### config.mk
export PLATFORM = sky130hd
export DESIGN_NAME = axis_mac_neuron
export DESIGN_NICKNAME = d
export VERILOG_FILES = /design/src/rtl/axis_mac_neuron.sv
export SDC_FILE = /design/constraint.sdc
export NUM_CORES = 1
export LEC_CHECK = 0
export ABC_AREA = 1
export BUFFER_PORTS_ARGS = -buffer_cell sky130_fd_sc_hd__buf_2
export CORE_ASPECT_RATIO = 1.25
export CORE_UTILIZATION = 60
export DETAILED_ROUTE_END_ITERATION = 8
export HOLD_SLACK_MARGIN = 0.12
export PLACE_DENSITY_LB_ADDON = 0.08
export SKIP_CTS_REPAIR_TIMING = 1
export SYNTH_ARGS = -nofsm -noshare
export SYNTH_HDL_FRONTEND = slang
export SYNTH_SLANG_ARGS = --single-unit
### constraint.sdc
create_clock -name clk -period 13.2 [get_ports clk]
set_input_delay 2.64 -clock clk [delete_from_list [all_inputs] [get_ports clk]]
set_output_delay 2.64 -clock clk [all_outputs]
set_load 0.02 [all_outputs]
### src/rtl/axis_mac_neuron.sv
// Single-neuron fixed-point MAC: streams (weight, activation) pairs, adds a bias,
// and emits one saturated result per vector. Pipeline: product register, then accumulator.
module axis_mac_neuron #(
    parameter int DATA_WIDTH = 16,
    parameter int FRAC_BITS  = 8,
    parameter int ACC_WIDTH  = 40
) (
    input  logic                    clk,
    input  logic                    rst,
    input  logic [2*DATA_WIDTH-1:0] s_axis_tdata,
    input  logic                    s_axis_tvalid,
    output logic                    s_axis_tready,
    input  logic                    s_axis_tlast,
    input  logic [DATA_WIDTH-1:0]   bias,
    output logic [DATA_WIDTH-1:0]   m_axis_tdata,
    output logic                    m_axis_tvalid,
    input  logic                    m_axis_tready,
    output logic                    busy
);

    localparam int PW = 2 * DATA_WIDTH;

    localparam logic signed [ACC_WIDTH-1:0] SAT_MAX =
        {{(ACC_WIDTH-DATA_WIDTH+1){1'b0}}, {(DATA_WIDTH-1){1'b1}}};
    localparam logic signed [ACC_WIDTH-1:0] SAT_MIN =
        {{(ACC_WIDTH-DATA_WIDTH+1){1'b1}}, {(DATA_WIDTH-1){1'b0}}};

    typedef enum logic [1:0] {ACCUM, DRAIN, OUT} state_t;

    state_t                        state_q;
    logic signed [PW-1:0]          prod_q;
    logic                          prod_vld_q;
    logic                          prod_first_q;
    logic signed [ACC_WIDTH-1:0]   acc_q;
    logic signed [DATA_WIDTH-1:0]  bias_q;
    logic                          first_q;
    logic [DATA_WIDTH-1:0]         tdata_q;
    logic                          tvalid_q;

    logic                          beat;
    logic signed [DATA_WIDTH-1:0]  weight;
    logic signed [DATA_WIDTH-1:0]  act;
    logic signed [PW-1:0]          prod_d;
    logic signed [ACC_WIDTH-1:0]   acc_d;
    logic signed [ACC_WIDTH-1:0]   bias_ext;
    logic signed [ACC_WIDTH-1:0]   prod_ext;
    logic signed [ACC_WIDTH-1:0]   shifted;
    logic [DATA_WIDTH-1:0]         sat_d;

    assign s_axis_tready = (state_q == ACCUM);
    assign beat          = s_axis_tvalid & s_axis_tready;
    assign weight        = s_axis_tdata[PW-1:DATA_WIDTH];
    assign act           = s_axis_tdata[DATA_WIDTH-1:0];
    assign prod_d        = weight * act;

    assign m_axis_tdata  = tdata_q;
    assign m_axis_tvalid = tvalid_q;
    assign busy          = (state_q != ACCUM) | ~first_q;

    assign bias_ext = {{(ACC_WIDTH-DATA_WIDTH){bias_q[DATA_WIDTH-1]}}, bias_q};
    assign prod_ext = {{(ACC_WIDTH-PW){prod_q[PW-1]}}, prod_q};

    // The first product of a vector restarts the sum from the bias, aligned to Q format.
    always_comb begin
        acc_d = acc_q;
        if (prod_vld_q) begin
            if (prod_first_q)
                acc_d = (bias_ext <<< FRAC_BITS) + prod_ext;
            else
                acc_d = acc_q + prod_ext;
        end
    end

    always_comb begin
        shifted = acc_q >>> FRAC_BITS;
        if (shifted > SAT_MAX)
            sat_d = SAT_MAX[DATA_WIDTH-1:0];
        else if (shifted < SAT_MIN)
            sat_d = SAT_MIN[DATA_WIDTH-1:0];
        else
            sat_d = shifted[DATA_WIDTH-1:0];
    end

    always_ff @(posedge clk) begin
        if (rst) begin
            state_q      <= ACCUM;
            prod_q       <= '0;
            prod_vld_q   <= 1'b0;
            prod_first_q <= 1'b0;
            acc_q        <= '0;
            bias_q       <= '0;
            first_q      <= 1'b1;
            tdata_q      <= '0;
            tvalid_q     <= 1'b0;
        end else begin
            prod_vld_q <= beat;
            acc_q      <= acc_d;
            if (beat) begin
                prod_q       <= prod_d;
                prod_first_q <= first_q;
            end
            if (beat && first_q) begin
                bias_q  <= bias;
                first_q <= 1'b0;
            end
            case (state_q)
                ACCUM: begin
                    if (beat && s_axis_tlast)
                        state_q <= DRAIN;
                end
                // No product in flight means the last beat has reached the accumulator.
                DRAIN: begin
                    if (!prod_vld_q) begin
                        state_q  <= OUT;
                        tdata_q  <= sat_d;
                        tvalid_q <= 1'b1;
                    end
                end
                OUT: begin
                    if (m_axis_tready) begin
                        state_q  <= ACCUM;
                        tvalid_q <= 1'b0;
                        first_q  <= 1'b1;
                    end
                end
                default: state_q <= ACCUM;
            endcase
        end
    end

endmodule

==> results by group, run 1 <==
Status
  – Status: complete, but fails checks
  – Failing checks: DRC

STA
  – Fin crit share: about 61%
  – Hold WS: 0.464 ns
  – Minimum clock period: approximately 8.1 ns
  – Unrepaired setup endpoints after global routing: no
  – Final Skew: 0.0124 ns
  – Slew HR: ~34%
  – Worst-Margin Slew: around 0.99 ns
  – Final hold violation count: 0
  – Final setup viols: 0
  – Setup TNS Final: 0 ns
  – Maximum clock frequency: 123 MHz
  – Final Slew Violations: 0

Layout
  – Nets: between 3,000 and 4,000
  – # fillers: around 3,200
  – Layout cell share with drive strength beyond 1: between 3 and 4%
  – Area Growth Syn to Fin: 3.96%
  – Number of diodes: 0
  – FF+latch area: 2200 um2
  – Multi-input gate area: approximately 15,000 um2

Placed design
  – IO buf count: 71
  – DP HPWL: 49,500 um
  – RePlAce Congestion: about 1

Routing
  – Routed vias/inst: around 5.3
  – Number of DRC markers in iteration 0: around 1,200
  – DRC: 10
  – Routed Antenna Nets: 0
  – WL/cell: roughly 17 um
  – Final wirelength: 58,900 um
  – DR vias: around 19,000
  – Initial DRT Pass Iterations: 7

Floorplanning
  – Chip width: about 170 um
  – Core Region: ~33,000 um2
  – Full die area: between 30,000 and 40,000 um2
  – DIE HEIGHT: approximately 210 um
  – Initial Util: between 60% and 70%
  – Boundary pin count: around 70
  – Cell Rows: 74

Logic synthesis
  – Mean Syn Cell Area: between 6 and 7 um2
  – Post-synthesis compound-gate area fraction: around 8.3%
  – Most area-consuming cells after synthesis: fa_1, nand2_1, inv_1
  – Share of the synthesized area in the top cell type: 26.3%
  – Post-synthesis cell count: a little over 3,000
  – Yosys warns: 0
  – Async set-reset flop share out of synthesis: 0%
  – Most common cell in the synthesized netlist: nand2_1
  – Adder-cell share of the synthesized area: between 30 and 40%
  – Synth Area in XOR/XNOR: 1.44%
  – Most common library cells after synthesis: nand2_1, inv_1, fa_1
  – Synthesized Nets: about 3,500
  – Area of the mapped netlist: 20,100 um2
  – Flops & latches, synth: between 100 and 150
  – Post-synthesis sequential area ratio: 11.0%
  – Multiplexer share of the synthesized area: 0%
  – Synth area leader: fa_1
  – Post-synth top flop: dfxtp_1
  – EDFF count, synth: 0
  – Largest family of logic cells by synthesized area: adder cells
  – Synth Area in Simple Gates: about 27%
  – Yosys cell types: 40

Worst setup path
  – Critical path fanouts, max: 16
  – Kind of end point of the critical path: flip-flop
  – Setup CP Type: input port to flip-flop
  – Critical path arrival: 8.37 ns
  – Worst Path Required: about 13 ns
  – Crit path launch type: input port

Global routing
  – Total track usage: between 30% and 40%
  – Initial antenna violation count: 0
  – First-pass GRT wire length: approximately 93,000 um
  – Grt ovf: 0
  – Pin count of the biggest net entering global routing: 69
  – Vias in the first global route: between 15,000 and 20,000

Run
  – # Max-Cap Violations: 0

Clock network
  – Root buffer cell: clkbuf_16
  – CTS buffer count: 9
  – Htree depth: 3
  – Clock transition at path regs: around 0.090 ns
  – Clk Latency, worst-skew pair: about 0.38 ns
  – CTS max path bufs: 2
  – TritonCTS clock tree: done
  – Clk sink count: 110

Hold path
  – Hold WC Path Type: flip-flop to flip-flop
==> placed cells by master, fill, tap and decap left out, types with 6 or more instances in the layout <==
master,n
buf_2,71
dfxtp_1,109
a31oi_1,9
nand4_1,42
a21oi_1,175
nor2_1,208
nand3_1,137
clkbuf_16,9
ha_1,145
buf_4,6
fa_1,264
inv_1,770
nand2_1,915
nand3b_1,11
o21ai_0,94
xnor2_1,11
o21bai_1,12
xor2_1,22
nor3_1,16
or2_2,7
nand2_2,6
o211ai_1,9
==> critical path: stages <==
cell	delay [ns]
buf_2	0.32
nand2_1	0.14
fa_1	0.54
inv_1	0.05
fa_1	0.50
inv_1	0.05
fa_1	0.47
inv_1	0.05
fa_1	0.50
fa_1	0.54
inv_1	0.06
fa_1	0.53
inv_1	0.04
ha_1	0.36
nand2_1	0.09
nor2_1	0.47
nand2_1	0.16
nand3_1	0.29
a21oi_1	0.15
nand2_1	0.10
nand2_1	0.05
o21ai_0	0.18
inv_1	0.05
==> worst paths after layout <==
kind / from / to / slack [ns] / cells past startpoint
max: s_axis_tdata[9] / prod_q[19] / 5.10 / 23
min: m_axis_tdata[10] / m_axis_tdata[10] / 0.46 / 2
max reg2reg: state_q[1] / bias_q[1] / 10.02 / 6
min reg2reg: m_axis_tdata[10] / m_axis_tdata[10] / 0.46 / 2
==> final cells by class <==
class / instances / share of cell area [%]
sequential: 110 / 10.6
multi-input combinational: 2102 / 69.6
clock buffer: 9 / 1.08
clock inverter: 7 / 0.372
tap: 418 / 2.51
inverter: 773 / 13.9
timing repair buffer: 77 / 1.92
==> metal layers <==
metal	global-route usage, %	up-vias	wire length, um
met5	0	-	0
met4	25.1	0	4520
met3	4.05	209	2960
met2	64.1	605	29300
met1	39.3	8620	22100
li1	-	9153	-
==> sequential cells by signal, indices dropped and copies added, names as in the netlist <==
signal,cells
prod_first_q,1
m_axis_tvalid,1
prod_vld_q,1
state_q,2
m_axis_tdata,16
first_q,1
bias_q,16
prod_q,32
acc_q,40
==> per-stage QoR <==
| step | utilization, % | cell area, um2 | cells | setup WS, ns |
|---|---|---|---|---|
| after floorplan | - | 20100 | 3085 | 5.26 |
| after global placement | 62.7 | 20600 | 3480 | 4.81 |
| after detailed placement | 62.7 | 20600 | 3480 | 4.75 |
| after CTS | 63.6 | 20900 | 3496 | 5.15 |
| after global routing | 63.6 | 20900 | 3496 | 4.71 |
| final | 63.6 | 20900 | 3496 | 5.10 |
==> cells by family after synthesis <==
kind of cell / Yosys count
and+or+nand+nor: 1351
buffers and inverters: 873
adders and majority gates: 409
AOI/OAI and AO/OA: 309
DFF: 110
xor gates and xnor gates: 33
Power of run 1 is left out: the tool's default activity adds up to more than one toggle a clock period on the data nets, which glitch-free logic cannot reach.
==> run 2: changes to the inputs <==
Clock period 13.2 ns to 8.25 ns, I/O delays scaled along.
==> results by group, run 2 (synthesized netlist as in run 1, its figures left out) <==
Status
  – Status: complete, but fails checks
  – Failing checks: DRC

Floorplanning
  – Full die area: 34,200 um2 (unchanged)
  – DIE HEIGHT: 206 um (unchanged)
  – Cell Rows: 74 (unchanged)
  – Core Region: 32,800 um2 (unchanged)
  – Chip width: 166 um (unchanged)
  – Boundary pin count: 72 (unchanged)
  – Initial Util: 61.2% (unchanged)

Layout
  – Biggest register: acc_q
  – Nets: 3,537 (+0.057%)
  – FF+latch area: 2200 um2 (unchanged)
  – Largest regs: acc_q: 40 flops, prod_q: 32 flops
  – Finished Layout Cells: 3,498 (+0.057%)
  – Max reg flops: 40 (unchanged)
  – Area Growth Syn to Fin: 4.10%
  – Multi-input gate area: 14,500 um2 (unchanged)
  – Layout cell share with drive strength beyond 1: 3.86% (+0.062 points)
  – Number of diodes: 0 (unchanged)
  – Most common cell after layout, fill and taps aside: nand2_1
  – # fillers: 3,215 (+0.97%)
  – Most frequent cells in the layout: nand2_1, inv_1, fa_1
  – Final Instance Area: 20,900 um2 (+0.14%)

Routing
  – Routed Antenna Nets: 0 (unchanged)
  – Number of DRC markers in iteration 0: 1,234 (+0.081%)
  – Final wirelength: 59,900 um (+1.7%)
  – Initial DRT Pass Iterations: 8 (+1)
  – WL/cell: 17.1 um (+1.6%)
  – DR vias: 18,800 (+0.93%)
  – Routed vias/inst: 5.36 (+0.87%)
  – DRC: 10 (unchanged)

Clock network
  – Root buffer cell: clkbuf_16
  – Htree depth: 3 (unchanged)
  – CTS max path bufs: 2 (unchanged)
  – Clk sink count: 110 (unchanged)
  – Clock transition at path regs: 0.09 ns (about the same)
  – Clk Latency, worst-skew pair: 0.39 ns (about the same)
  – TritonCTS clock tree: done
  – CTS buffer count: 9 (unchanged)

Placed design
  – IO buf count: 71 (unchanged)
  – RePlAce Congestion: 1.00 (+0.12%)
  – Placed Instances: 3,482 (+0.057%)
  – DP HPWL: 50,000 um (+0.91%)
  – Placed cell areas: 20,600 um2 (about the same)

Global routing
  – Total track usage: 36.5% (+0.61 points)
  – Grt ovf: 0 (unchanged)
  – First-pass GRT wire length: 94,700 um (+1.4%)
  – Pin count of the biggest net entering global routing: 69 (unchanged)
  – Vias in the first global route: 18,700 (+0.57%)
  – Initial antenna violation count: 0 (unchanged)

STA
  – Maximum clock frequency: between 100 and 150 MHz
  – Hold WS: 0.463 ns (-0.00163 ns)
  – Fin crit share: between 80% and 90%
  – Worst-Margin Slew: 0.934 ns (-0.0545 ns)
  – Final Slew Violations: 0 (unchanged)
  – Slew HR: 37.6% (+3.5 points)
  – Final hold violation count: 0 (unchanged)
  – Minimum clock period: between 7 and 8 ns
  – Final Skew: 0.00912 ns (-0.00331 ns)
  – Unrepaired setup endpoints after global routing: no
  – Setup TNS Final: 0 ns (unchanged)
  – Final setup viols: 0 (unchanged)

Worst setup path
  – Crit path launch type: input port
  – Setup CP Type: input port to flip-flop
  – Critical path arrival: 7.40 ns (-0.97 ns)
  – Worst Path Required: 8.55 ns (-4.92 ns)
  – Kind of end point of the critical path: flip-flop
  – Critical path fanouts, max: 16 (unchanged)

Hold path
  – Hold WC Path Type: flip-flop to flip-flop

Run
  – # Max-Cap Violations: 0 (unchanged)
-- run 2: changes by cell type in the layout (fill, tap and decap cells not counted) --
cell | previous run | this run
buf_4 | 6 | 8
inv_6 | 0 | 2
inv_8 | 2 | 0
clkinv_1 | 1 | 2
clkinv_2 | 1 | 0
clkinv_4 | 2 | 1
clkinv_8 | 2 | 3
inv_1 | 770 | 769
inv_12 | 0 | 1
-- run 2: worst paths after layout --
path / start / endpoint / slack, ns / depth (start not counted)
worst max-delay path: s_axis_tdata[31] / prod_q[27] / 1.15 / 21
worst min-delay path: m_axis_tdata[2] / m_axis_tdata[2] / 0.46 / 2
worst max register to register: bias_q[0] / acc_q[34] / 5.27 / 13
worst min register to register: m_axis_tdata[2] / m_axis_tdata[2] / 0.46 / 2
-- run 2: final cells by class --
cell class | count | area share, %
Clock buffer | 9 | 1.08
Tap cell | 418 | 2.50
Sequential cell | 110 | 10.5
Timing Repair Buffer | 79 | 1.99
Clock inverter | 7 | 0.437
Inverter | 773 | 13.9
Multi-Input combinational cell | 2102 | 69.5
-- run 2: metal layers --
metal / global-route usage, % / up-vias / share of wire [%]
met5: 0 / - / 0
met4: 23.6 / 0 / 7.0
met3: 4.39 / 177 / 5.1
met2: 66.2 / 651 / 51
met1: 39.7 / 8752 / 37
li1: - / 9179 / -
-- run 2: critical path, stage by stage --
cell and delay, ns:
buf_2 0.28, nand2_1 0.15, inv_1 0.14, fa_1 0.55, fa_1 0.87, fa_1 0.52
fa_1 0.51, fa_1 0.49, inv_1 0.05, fa_1 0.47, inv_1 0.04, ha_1 0.36
nand2_1 0.13, nor2_1 0.20, inv_1 0.12, nor3_1 0.27, nand4_1 0.22, nand4_1 0.15
nand3_1 0.08, nand2_1 0.08, inv_1 0.04
-- run 2: metrics by stage --
| stage | worst slack (ns) | util (%) |
|---|---|---|
| global route | 0.822 | 63.7 |
| finish | 1.15 | 63.7 |
| global placement | 0.803 | 62.8 |
| floorplan | 1.30 | - |
| CTS | 1.19 | 63.7 |
| detailed placement | 0.768 | 62.8 |
Power of run 2 is left out for the same reason.
